$ cat src/rtl/ps2_key_decoder.sv
// PS/2 set-2 receiver: 2-FF sync + glitch filter, 11-bit frame FSM, make/break/E0 decode to held key levels.
// Latency: SCAN_CODE/SCAN_VALID/key outputs update one CLK after the filtered stop-bit falling edge.
// Backpressure: none; the keyboard stream is free-running, and every accepted byte is decoded and pulsed once.
// Optional: define PS2_TIMEOUT_EN to abort a partial frame after TIMEOUT_CYCLES cycles without a PS2_CLK edge.
module ps2_key_decoder #(
    parameter int FILTER_LEN     = 8,
    parameter int TIMEOUT_CYCLES = 50000
) (
    input  logic       CLK,
    input  logic       RST_N,
    input  logic       PS2_CLK,
    input  logic       PS2_DATA,
    output logic       ESC,
    output logic       R,
    output logic       S,
    output logic       P,
    output logic       UP,
    output logic       DOWN,
    output logic       LEFT,
    output logic       RIGHT,
    output logic [7:0] SCAN_CODE,
    output logic       SCAN_VALID,
    output logic       FRAME_ERR
);

    localparam logic [1:0] ST_IDLE   = 2'd0;
    localparam logic [1:0] ST_DATA   = 2'd1;
    localparam logic [1:0] ST_PARITY = 2'd2;
    localparam logic [1:0] ST_STOP   = 2'd3;

    // The filter counter only has to reach FILTER_LEN-1.
    localparam int              FILT_W    = (FILTER_LEN > 1) ? $clog2(FILTER_LEN) : 1;
    localparam logic [FILT_W-1:0] FILT_LAST = FILT_W'(FILTER_LEN - 1);

    if (FILTER_LEN < 1) begin : g_bad_filter_len
        $error("FILTER_LEN must be at least 1");
    end
    if (TIMEOUT_CYCLES < 1) begin : g_bad_timeout
        $error("TIMEOUT_CYCLES must be at least 1");
    end

    logic              ps2_clk_s1, ps2_clk_s2;
    logic              ps2_dat_s1, ps2_dat_s2;
    logic              ps2_clk_filt;
    logic [FILT_W-1:0] filt_cnt;
    logic              filt_flip;
    logic              fall_edge;

    logic [1:0]        state;
    logic [2:0]        bit_cnt;
    logic [7:0]        shift_reg;
    logic              par_bit;
    logic              stop_edge;
    logic              frame_good;
    logic              frame_ok;
    logic              frame_bad;
    logic              tmo_hit;

    logic              ext_flag;
    logic              brk_flag;

    // Two-flop synchronisers; both lines idle high, so reset to 1 to avoid a fake edge.
    always_ff @(posedge CLK or negedge RST_N) begin
        if (!RST_N) begin
            ps2_clk_s1 <= 1'b1;
            ps2_clk_s2 <= 1'b1;
            ps2_dat_s1 <= 1'b1;
            ps2_dat_s2 <= 1'b1;
        end else begin
            ps2_clk_s1 <= PS2_CLK;
            ps2_clk_s2 <= ps2_clk_s1;
            ps2_dat_s1 <= PS2_DATA;
            ps2_dat_s2 <= ps2_dat_s1;
        end
    end

    // The filtered level flips on the FILTER_LEN-th consecutive sample that disagrees with it.
    assign filt_flip = (ps2_clk_s2 != ps2_clk_filt) && (filt_cnt == FILT_LAST);
    assign fall_edge = filt_flip && ps2_clk_filt;

    // Glitch filter: count consecutive disagreeing samples, restart on any agreeing one.
    always_ff @(posedge CLK or negedge RST_N) begin
        if (!RST_N) begin
            ps2_clk_filt <= 1'b1;
            filt_cnt     <= '0;
        end else if (ps2_clk_s2 == ps2_clk_filt) begin
            filt_cnt     <= '0;
        end else if (filt_flip) begin
            ps2_clk_filt <= ps2_clk_s2;
            filt_cnt     <= '0;
        end else begin
            filt_cnt     <= filt_cnt + 1'b1;
        end
    end

    // Odd parity: data bits plus parity bit must hold an odd number of ones, and stop must be 1.
    assign stop_edge  = fall_edge && (state == ST_STOP);
    assign frame_good = (^{shift_reg, par_bit}) && ps2_dat_s2;
    assign frame_ok   = stop_edge && frame_good;
    assign frame_bad  = stop_edge && !frame_good;

`ifdef PS2_TIMEOUT_EN
    localparam int               TMO_W    = $clog2(TIMEOUT_CYCLES + 1);
    localparam logic [TMO_W-1:0] TMO_LAST = TMO_W'(TIMEOUT_CYCLES - 1);

    logic [TMO_W-1:0] tmo_cnt;

    assign tmo_hit = (state != ST_IDLE) && !fall_edge && (tmo_cnt == TMO_LAST);

    // Idle-time counter inside a frame; any clock edge restarts it.
    always_ff @(posedge CLK or negedge RST_N) begin
        if (!RST_N) begin
            tmo_cnt <= '0;
        end else if (fall_edge || (state == ST_IDLE) || tmo_hit) begin
            tmo_cnt <= '0;
        end else begin
            tmo_cnt <= tmo_cnt + 1'b1;
        end
    end
`else
    assign tmo_hit = 1'b0;
`endif

    // Frame FSM: one step per filtered falling edge; a timeout drops back to IDLE.
    always_ff @(posedge CLK or negedge RST_N) begin
        if (!RST_N) begin
            state     <= ST_IDLE;
            bit_cnt   <= 3'd0;
            shift_reg <= 8'h00;
            par_bit   <= 1'b0;
        end else if (fall_edge) begin
            case (state)
                ST_IDLE: begin
                    if (!ps2_dat_s2) begin
                        state   <= ST_DATA;
                        bit_cnt <= 3'd0;
                    end
                end
                ST_DATA: begin
                    shift_reg <= {ps2_dat_s2, shift_reg[7:1]};
                    bit_cnt   <= bit_cnt + 3'd1;
                    if (bit_cnt == 3'd7) begin
                        state <= ST_PARITY;
                    end
                end
                ST_PARITY: begin
                    par_bit <= ps2_dat_s2;
                    state   <= ST_STOP;
                end
                default: begin
                    state   <= ST_IDLE;
                    bit_cnt <= 3'd0;
                end
            endcase
        end else if (tmo_hit) begin
            state   <= ST_IDLE;
            bit_cnt <= 3'd0;
        end
    end

    // Byte publish, error pulse and make/break decode into held key levels.
    always_ff @(posedge CLK or negedge RST_N) begin
        if (!RST_N) begin
            SCAN_CODE  <= 8'h00;
            SCAN_VALID <= 1'b0;
            FRAME_ERR  <= 1'b0;
            ext_flag   <= 1'b0;
            brk_flag   <= 1'b0;
            ESC        <= 1'b0;
            R          <= 1'b0;
            S          <= 1'b0;
            P          <= 1'b0;
            UP         <= 1'b0;
            DOWN       <= 1'b0;
            LEFT       <= 1'b0;
            RIGHT      <= 1'b0;
        end else begin
            SCAN_VALID <= frame_ok;
            FRAME_ERR  <= frame_bad || tmo_hit;
            if (frame_bad || tmo_hit) begin
                ext_flag <= 1'b0;
                brk_flag <= 1'b0;
            end else if (frame_ok) begin
                SCAN_CODE <= shift_reg;
                case (shift_reg)
                    8'hE0: ext_flag <= 1'b1;
                    8'hF0: brk_flag <= 1'b1;
                    default: begin
                        ext_flag <= 1'b0;
                        brk_flag <= 1'b0;
                        // Keypad arrows share codes with the E0 arrows, so ext selects the table.
                        if (!ext_flag) begin
                            case (shift_reg)
                                8'h76:   ESC <= ~brk_flag;
                                8'h2D:   R   <= ~brk_flag;
                                8'h1B:   S   <= ~brk_flag;
                                8'h4D:   P   <= ~brk_flag;
                                default: ;
                            endcase
                        end else begin
                            case (shift_reg)
                                8'h75:   UP    <= ~brk_flag;
                                8'h72:   DOWN  <= ~brk_flag;
                                8'h6B:   LEFT  <= ~brk_flag;
                                8'h74:   RIGHT <= ~brk_flag;
                                default: ;
                            endcase
                        end
                    end
                endcase
            end
        end
    end

endmodule
$ cat config.mk
export PLATFORM = sky130hd
export DESIGN_NAME = ps2_key_decoder
export DESIGN_NICKNAME = d
export VERILOG_FILES = /design/src/rtl/ps2_key_decoder.sv
export SDC_FILE = /design/constraint.sdc
export NUM_CORES = 1
export LEC_CHECK = 0
export BUFFER_PORTS_ARGS = -buffer_cell sky130_fd_sc_hd__buf_2
export CORE_UTILIZATION = 62
export CTS_CLUSTER_SIZE = 14
export DETAILED_ROUTE_END_ITERATION = 8
export GPL_ROUTABILITY_DRIVEN = 0
export PLACE_DENSITY = 0.83
export SLEW_MARGIN = 40
export SYNTH_ARGS = -nofsm -noshare
export SYNTH_HDL_FRONTEND = slang
export SYNTH_SLANG_ARGS = --single-unit
$ cat constraint.sdc
create_clock -name CLK -period 3.6 [get_ports CLK]
set_input_delay 0.36 -clock CLK [delete_from_list [all_inputs] [get_ports CLK]]
set_output_delay 0.36 -clock CLK [all_outputs]
set_load 0.02 [all_outputs]
==> results of run 1 <==
[report_power, final]
group / total (mW) / internal, mW / switching, mW
registers: 0.512 / 0.497 / 0.0152
clock network: 0.238 / 0.0948 / 0.144
logic: 0.0461 / 0.0223 / 0.0238
[layout by cell type (no fill, tap or decap), drive strengths merged, types with 3 or more instances in the layout]
| cell type | n |
|---|---|
| dfrtp | 37 |
| buf | 21 |
| mux2 | 18 |
| inv | 14 |
| mux2i | 9 |
| nand2 | 8 |
| ha | 8 |
| clkbuf | 7 |
| xnor2 | 6 |
| o21ai | 6 |
| nand4b | 5 |
| dfstp | 5 |
| nand3 | 4 |
| nor3b | 4 |
| nor4 | 4 |
| o31ai | 3 |
| nand4 | 3 |
[routing by layer]
metal | part of all wire (%) | GRT usage (%) | vias up
li1 | - | - | 649
met1 | 40 | 32.1 | 712
met2 | 53 | 39.8 | 44
met3 | 4.0 | 4.98 | 13
met4 | 2.5 | 12.3 | 0
met5 | 0 | 0 | -
[worst paths after layout]
check | startpoint | end | slack [ps] | cells after the start
setup / recovery | shift_reg[0]$_DFFE_PN0P_ | SCAN_CODE[4]$_DFFE_PN0P_ | 1260 | 4
hold / removal | PS2_DATA | ps2_dat_s1$_DFF_PN1_ | 110 | 1
setup reg to reg | shift_reg[0]$_DFFE_PN0P_ | SCAN_CODE[4]$_DFFE_PN0P_ | 1260 | 4
hold reg to reg | ps2_clk_s1$_DFF_PN1_ | ps2_clk_s2$_DFF_PN1_ | 360 | 0
max in group asynchronous | RST_N | ps2_dat_s1$_DFF_PN1_ | 2710 | 2
min in group asynchronous | RST_N | R$_DFFE_PN0P_ | 510 | 2
[through the flow]
stage / power (mW) / area [µm²] / hold WS (ps)
3_3_place_gp: 0.562 / 2200 / 346
4_1_cts: 0.806 / 2270 / 87.9
2_1_floorplan: 0.547 / 2080 / 64.4
3_5_place_dp: 0.569 / 2200 / 348
5_1_grt: 0.830 / 2270 / 70.9
6_report: 0.797 / 2270 / 105
[layout make-up]
class	instances	area share [%]
inverter	14	2.31
clock inverter	1	0.220
tap	44	2.42
sequential	42	46.6
multi-input combinational	106	40.9
clock buffer	7	2.42
timing repair buffer	22	5.18
[cell families after synthesis]
| family | Yosys count |
|---|---|
| simple gates | 45 |
| buf+inv | 24 |
| mux | 27 |
| compound gates | 17 |
| xor+xnor | 9 |
| fa+ha+maj | 8 |
| flops | 42 |
[worst reg2reg max path, cell delays in order (launching register included)]
cell and delay (ps):
sky130_fd_sc_hd__dfrtp_1 540, sky130_fd_sc_hd__xnor3_2 600, sky130_fd_sc_hd__or3_4 370, sky130_fd_sc_hd__mux2i_4 320, sky130_fd_sc_hd__mux2_2 390
[repair_timing]
item,4_1_cts,5_1_grt
resized for setup,0,0
endpoints found under the hold margin,37,0
hold buffers,1,0
==> summary.log, run 1 <==
qor: layout.multi_input_area 928 µm²
qor: timing.max-slew-margin-rel 65.0%
qor: layout.seq_area 1060 µm²
qor: logic_synthesis.ys.warnings.count 0
qor: timing.fin_tns_setup 0 ps
qor: floorplan.die_height 60.0 µm
qor: logic_synthesis.yosys_register_bits 42
qor: logic_synthesis.netlist_top_cells_count 37 x sky130_fd_sc_hd__dfrtp_1, 18 x sky130_fd_sc_hd__mux2_2, 14 x sky130_fd_sc_hd__inv_1
qor: route.ant_nets 0
qor: logic_synthesis.post_synth_xor_area_fraction 5.16%
qor: timing.setup_clock_skew_after_layout 12.0 ps
qor: worst_hold_path.worstHoldPathType input port to flop
qor: power.leakagePower 1.11 nW
qor: logic_synthesis.synth_largest_type_area_fraction 44.4%
qor: critical_path.setup.worst_path.end_class flop
qor: critical_path.critical_path_class flop to flop
qor: logic_synthesis.mappedNetlistArea 2080 µm²
qor: logic_synthesis.postSynth.asyncResetShare 100%
qor: logic_synthesis.synth-compound-area-share 5.28%
qor: place.io_buffer_count 21
qor: logic_synthesis.synth_area_per_cell 12.1 µm²
qor: logic_synthesis.synthesis.nets 184
qor: place.dp_cells 227
qor: timing.timing.fmax 428 MHz
qor: route.wire_per_inst 16.6 µm
qor: layout.layout-drive-gt1-share 29.2%
qor: route.violation_count_after_the_first_detailed_route_iteration 128
qor: floorplan.boundaryPins 22
qor: timing.final-setup-viol-count 0
qor: timing.slew_viol_final 0
qor: layout.fill_cell_instance_count_of_the_final_layout 217
qor: critical_path.max_stage_delay 590 ps
qor: global_routing.number_of_global_route_vias_before_repair 1351
qor: critical_path.critPathSlowestCell sky130_fd_sc_hd__xnor3_2
qor: timing.fin_crit 2340 ps
qor: run.maxCapViolations 0
qor: logic_synthesis.yosysMostFrequentCell sky130_fd_sc_hd__dfrtp_1
qor: critical_path.critical-path-top-delay-family multiplexers
qor: logic_synthesis.dominantRegCellSynth sky130_fd_sc_hd__dfrtp_1
qor: floorplan.row_count 20
qor: critical_path.timing.critical_path.required 3830 ps
qor: floorplan.floorplan.die.width 60.0 µm
qor: clock_network.clk_pin_slew 120 ps
qor: critical_path.setup_crit_start_kind flop
qor: route.sum_of_routed_wire_length_over_all_layers 3930 µm
qor: logic_synthesis.muxShareOfSynthArea 14.6%
qor: logic_synthesis.synth.area.top_cells sky130_fd_sc_hd__dfrtp_1 44%, sky130_fd_sc_hd__mux2_2 9.7%, sky130_fd_sc_hd__dfstp_2 6.3%
qor: layout.area_delta_synth_final 8.94%
qor: logic_synthesis.yosysTopAreaCell sky130_fd_sc_hd__dfrtp_1
qor: clock_network.buffers_inserted_during_post_cts_setup_optimization 0
qor: logic_synthesis.synthesized_instance_count 172
qor: clock_network.tritoncts_sinks 42
qor: timing.worstMarginPinSlew 521 ps
qor: global_routing.maximum_number_of_pins_on_one_net_before_global_route_repair 43
qor: logic_synthesis.synthAdderAreaFrac 4.80%
qor: layout.n_antenna_cell 0
qor: logic_synthesis.synth_seq_area_share 50.7%
qor: route.average_via_count_per_standard_cell 6.01
qor: critical_path.cp_num_buf_inv 0
qor: clock_network.cts.root.buffer_cell sky130_fd_sc_hd__clkbuf_4
qor: route.detail_route.drc_violations 0
qor: critical_path.path_max_fanout 10
qor: timing.final.setup.worst_slack 1260 ps
qor: power.power_density_normalized_to_cell_area 351 nW/µm²
qor: clock_network.tritoncts done
qor: place.dp_hpwl 2820 µm
qor: logic_synthesis.synth_top_family_by_area simple AND/OR/NAND/NOR gates
qor: logic_synthesis.synth_edf_count 0
qor: route.total_number_of_vias 1418
qor: global_routing.grtUsageTotal 24.8%
qor: layout.finalNonFillerCells 236
qor: clock_network.cts-buffers-inserted 5
qor: timing.rsz0062_at_grt no
qor: clock_network.cts_max_path_buffers 2
qor: place.dp_worst_setup_slack 1330 ps
qor: timing.final_hold_viol_count 0
qor: floorplan.fp.dieArea 3600 µm²
qor: global_routing.grt_pass1_wl 6240 µm
qor: layout.final_net_count 203
qor: clock_network.clock_latency 350 ps
qor: clock_network.ctsHtreeMaxLevel 2
qor: global_routing.globalRoute.totalOverflow 0
qor: layout.finish.utilization 72.6%
qor: global_routing.number_of_antenna_violations_at_the_first_check_in_global_routing 0
qor: route.drt_first_pass_iters 4
qor: critical_path.timing.critical_path.cells xnor3_2 > or3_4 > mux2i_4 > mux2_2
qor: critical_path.cp_data_arrival_time 2570 ps
qor: power.vdd.ir_drop.worst 0.315 mV
qor: logic_synthesis.synth_cell_types 42
qor: timing.min_period_over_period 64.9%
qor: floorplan.initial_utilization 66.6%
qor: outcome.run_status complete, no violations
qor: floorplan.core_area 3130 µm²
qor: logic_synthesis.yosys.area_share.simple 14.6%
No activity file was read; power rests on OpenSTA's default activity.
==> run 2, diff against run 1 <==
Settings changed: CORE_UTILIZATION 62 to 52, PLACE_DENSITY 0.83 to 0.75.
Clock period 3.6 ns to 1.9 ns, I/O delays scaled along.
==> summary.log, run 2 (synthesized netlist as in run 1, its figures left out) <==
qor: outcome.run_status finished, violations left
qor: outcome.violated_checks setup timing
qor: power.vdd.ir_drop.worst 0.577 mV
qor: worst_hold_path.hold_path_origin ps2_clk_s1$_DFF_PN1_
qor: critical_path.cp_data_arrival_time 2200 ps
qor: floorplan.die_height 65.3 µm
qor: critical_path.worstReg2RegStart shift_reg[0]$_DFFE_PN0P_
qor: clock_network.clk_pin_slew 80 ps
qor: global_routing.grt_pass1_wl 7700 µm
qor: power.internal_power 1.58 mW
qor: timing.worstMarginPinSlew 530 ps
qor: layout.finalNonFillerCells 272
qor: power.switchingPower 0.417 mW
qor: worst_hold_path.worstHoldEndpoint ps2_clk_s2$_DFF_PN1_
qor: timing.min_period_over_period 106%
qor: critical_path.rr_worst_depth 5
qor: layout.layout-drive-gt1-share 43.3%
qor: route.detail_route.drc_violations 0
qor: place.dp_hpwl 2920 µm
qor: power.combinationalPowerShare 7.4%
qor: worst_hold_path.hold-path-cell-count 0
qor: global_routing.grtUsageTotal 24.6%
qor: floorplan.initial_utilization 55.7%
qor: run.maxCapViolations 0
qor: critical_path.setup.worst_path.end_class flop
qor: layout.n_antenna_cell 0
qor: floorplan.row_count 22
qor: timing.final.setup.worst_slack -108 ps
qor: worst_hold_path.worstHoldPathType flop to flop
qor: power.clock_power_share 44.0%
qor: timing.final_hold_viol_count 0
qor: layout.mostFrequentLayoutCell sky130_fd_sc_hd__dfrtp_1
qor: critical_path.timing.critical_path.required 2090 ps
qor: global_routing.number_of_antenna_violations_at_the_first_check_in_global_routing 0
qor: power.power_switching_share 20.8%
qor: critical_path.crit-reg2reg-capture SCAN_CODE[4]$_DFFE_PN0P_
qor: power.power.share.sequential 48.5%
qor: route.average_via_count_per_standard_cell 5.60
qor: timing.final-setup-viol-count 8
qor: clock_network.ctsHtreeMaxLevel 2
qor: timing.slew_viol_final 0
qor: timing.fin_tns_setup -730 ps
qor: route.total_number_of_vias 1524
qor: global_routing.maximum_number_of_pins_on_one_net_before_global_route_repair 43
qor: timing.setup_clock_skew_after_layout 9.65 ps
qor: layout.final_cell_mix 37 x sky130_fd_sc_hd__dfrtp_1, 27 x sky130_fd_sc_hd__buf_4, 21 x sky130_fd_sc_hd__buf_2, 14 x sky130_fd_sc_hd__inv_1, 14 x sky130_fd_sc_hd__mux2_2
qor: power.power_density_normalized_to_cell_area 740 nW/µm²
qor: place.dp_worst_setup_slack -134 ps
qor: timing.rsz0062_at_grt yes
qor: critical_path.critical_path_class flop to flop
qor: timing.fin_crit 2010 ps
qor: route.drt_first_pass_iters 4
qor: critical_path.path_max_fanout 5
qor: layout.area_delta_synth_final 29.7%
qor: clock_network.cts.root.buffer_cell sky130_fd_sc_hd__clkbuf_8
qor: route.sum_of_routed_wire_length_over_all_layers 4550 µm
qor: power.leakagePower 1.32 nW
qor: timing.timing.fmax 498 MHz
qor: clock_network.cts-buffers-inserted 5
qor: clock_network.clock_latency 300 ps
qor: floorplan.core_area 3740 µm²
qor: floorplan.floorplan.die.width 65.3 µm
qor: floorplan.boundaryPins 22
qor: route.wire_per_inst 16.7 µm
qor: critical_path.setup_crit_start_kind flop
qor: place.dp_cells 254
qor: floorplan.fp.dieArea 4270 µm²
qor: clock_network.tritoncts_sinks 42
qor: global_routing.number_of_global_route_vias_before_repair 1641
qor: layout.final_net_count 235
qor: timing.max-slew-margin-rel 64.7%
qor: global_routing.globalRoute.totalOverflow 0
qor: critical_path.reg2reg_slack -110 ps
qor: clock_network.cts_max_path_buffers 2
qor: route.ant_nets 0
qor: route.violation_count_after_the_first_detailed_route_iteration 80
qor: place.io_buffer_count 21
qor: clock_network.tritoncts done
run 2: changes by cell type in the layout (fill, tap and decap cells not counted), moves of 2 or more:
cell	before	now
sky130_fd_sc_hd__mux2_4	0	4
sky130_fd_sc_hd__nor4_1	4	0
sky130_fd_sc_hd__buf_6	0	2
sky130_fd_sc_hd__clkbuf_4	5	0
sky130_fd_sc_hd__buf_4	1	27
sky130_fd_sc_hd__clkbuf_8	1	6
sky130_fd_sc_hd__bufinv_16	0	2
sky130_fd_sc_hd__mux2_2	18	14
sky130_fd_sc_hd__ha_1	8	6
sky130_fd_sc_hd__ha_4	0	2
sky130_fd_sc_hd__nor4_2	0	4
sky130_fd_sc_hd__dlygate4sd3_1	1	3
run 2: worst max-delay path: stages (launching register included):
cell and delay, ps:
sky130_fd_sc_hd__dfrtp_1 390, sky130_fd_sc_hd__xnor3_2 460, sky130_fd_sc_hd__or3_4 410, sky130_fd_sc_hd__mux2i_4 170
sky130_fd_sc_hd__buf_6 150, sky130_fd_sc_hd__mux2_2 330
run 2: cell type report:
class	count	area, µm²
inverters	14	52.6
multi-input cells	106	1010
flip-flops and latches	42	1060
well taps	48	60.1
repair buffers	54	380
clock inverters	2	60.1
clock buffers	6	82.6
fillers	263	1040
run 2: per-layer routing:
metal | share of wire (%) | global-route usage, %
met1 | 43 | 29.3
met2 | 50 | 41.1
met3 | 3.4 | 5.90
met4 | 2.9 | 12.5
met5 | 0 | 0
run 2: how the worst max path moves through the flow:
stage                                  start                        to  slack [ps]  cells past startpoint
floorplan                par_bit$_DFFE_PN0P_  SCAN_CODE[0]$_DFFE_PN0P_         -40                      4
global placement       filt_cnt[0]$_DFF_PN0_  SCAN_CODE[4]$_DFFE_PN0P_         -50                      6
detailed placement     filt_cnt[0]$_DFF_PN0_  SCAN_CODE[4]$_DFFE_PN0P_        -130                      6
CTS                 shift_reg[2]$_DFFE_PN0P_  SCAN_CODE[4]$_DFFE_PN0P_         -20                      5
global route        shift_reg[0]$_DFFE_PN0P_  SCAN_CODE[4]$_DFFE_PN0P_        -140                      5
finish              shift_reg[0]$_DFFE_PN0P_  SCAN_CODE[4]$_DFFE_PN0P_        -110                      5
run 2: repair_timing:
action | CTS | global route
setup buffers | 5 | 2
endpoints found under the hold margin | 39 | 0
resized for setup | 9 | 8
pin swaps | 2 | 4
hold buffers | 3 | 0
endpoints found under the setup margin | 8 | 16
run 2: through the flow:
stage	power (mW)	instance area, µm²	hold slack, ps	util, %
floorplan	1.05	2100	-106	-
global placement	1.09	2400	274	64.1
detailed placement	1.11	2400	287	64.1
CTS	2.00	2650	365	70.7
global route	2.08	2700	369	72.2
finish	2.00	2700	364	72.2
run 2: power by group through the flow:
stage	sequential, mW	combinational [mW]	clock (mW)
floorplan	0.982	0.0634	0
global placement	0.978	0.113	0
detailed placement	0.981	0.124	0
CTS	0.964	0.145	0.894
global route	0.977	0.173	0.927
finish	0.971	0.149	0.881
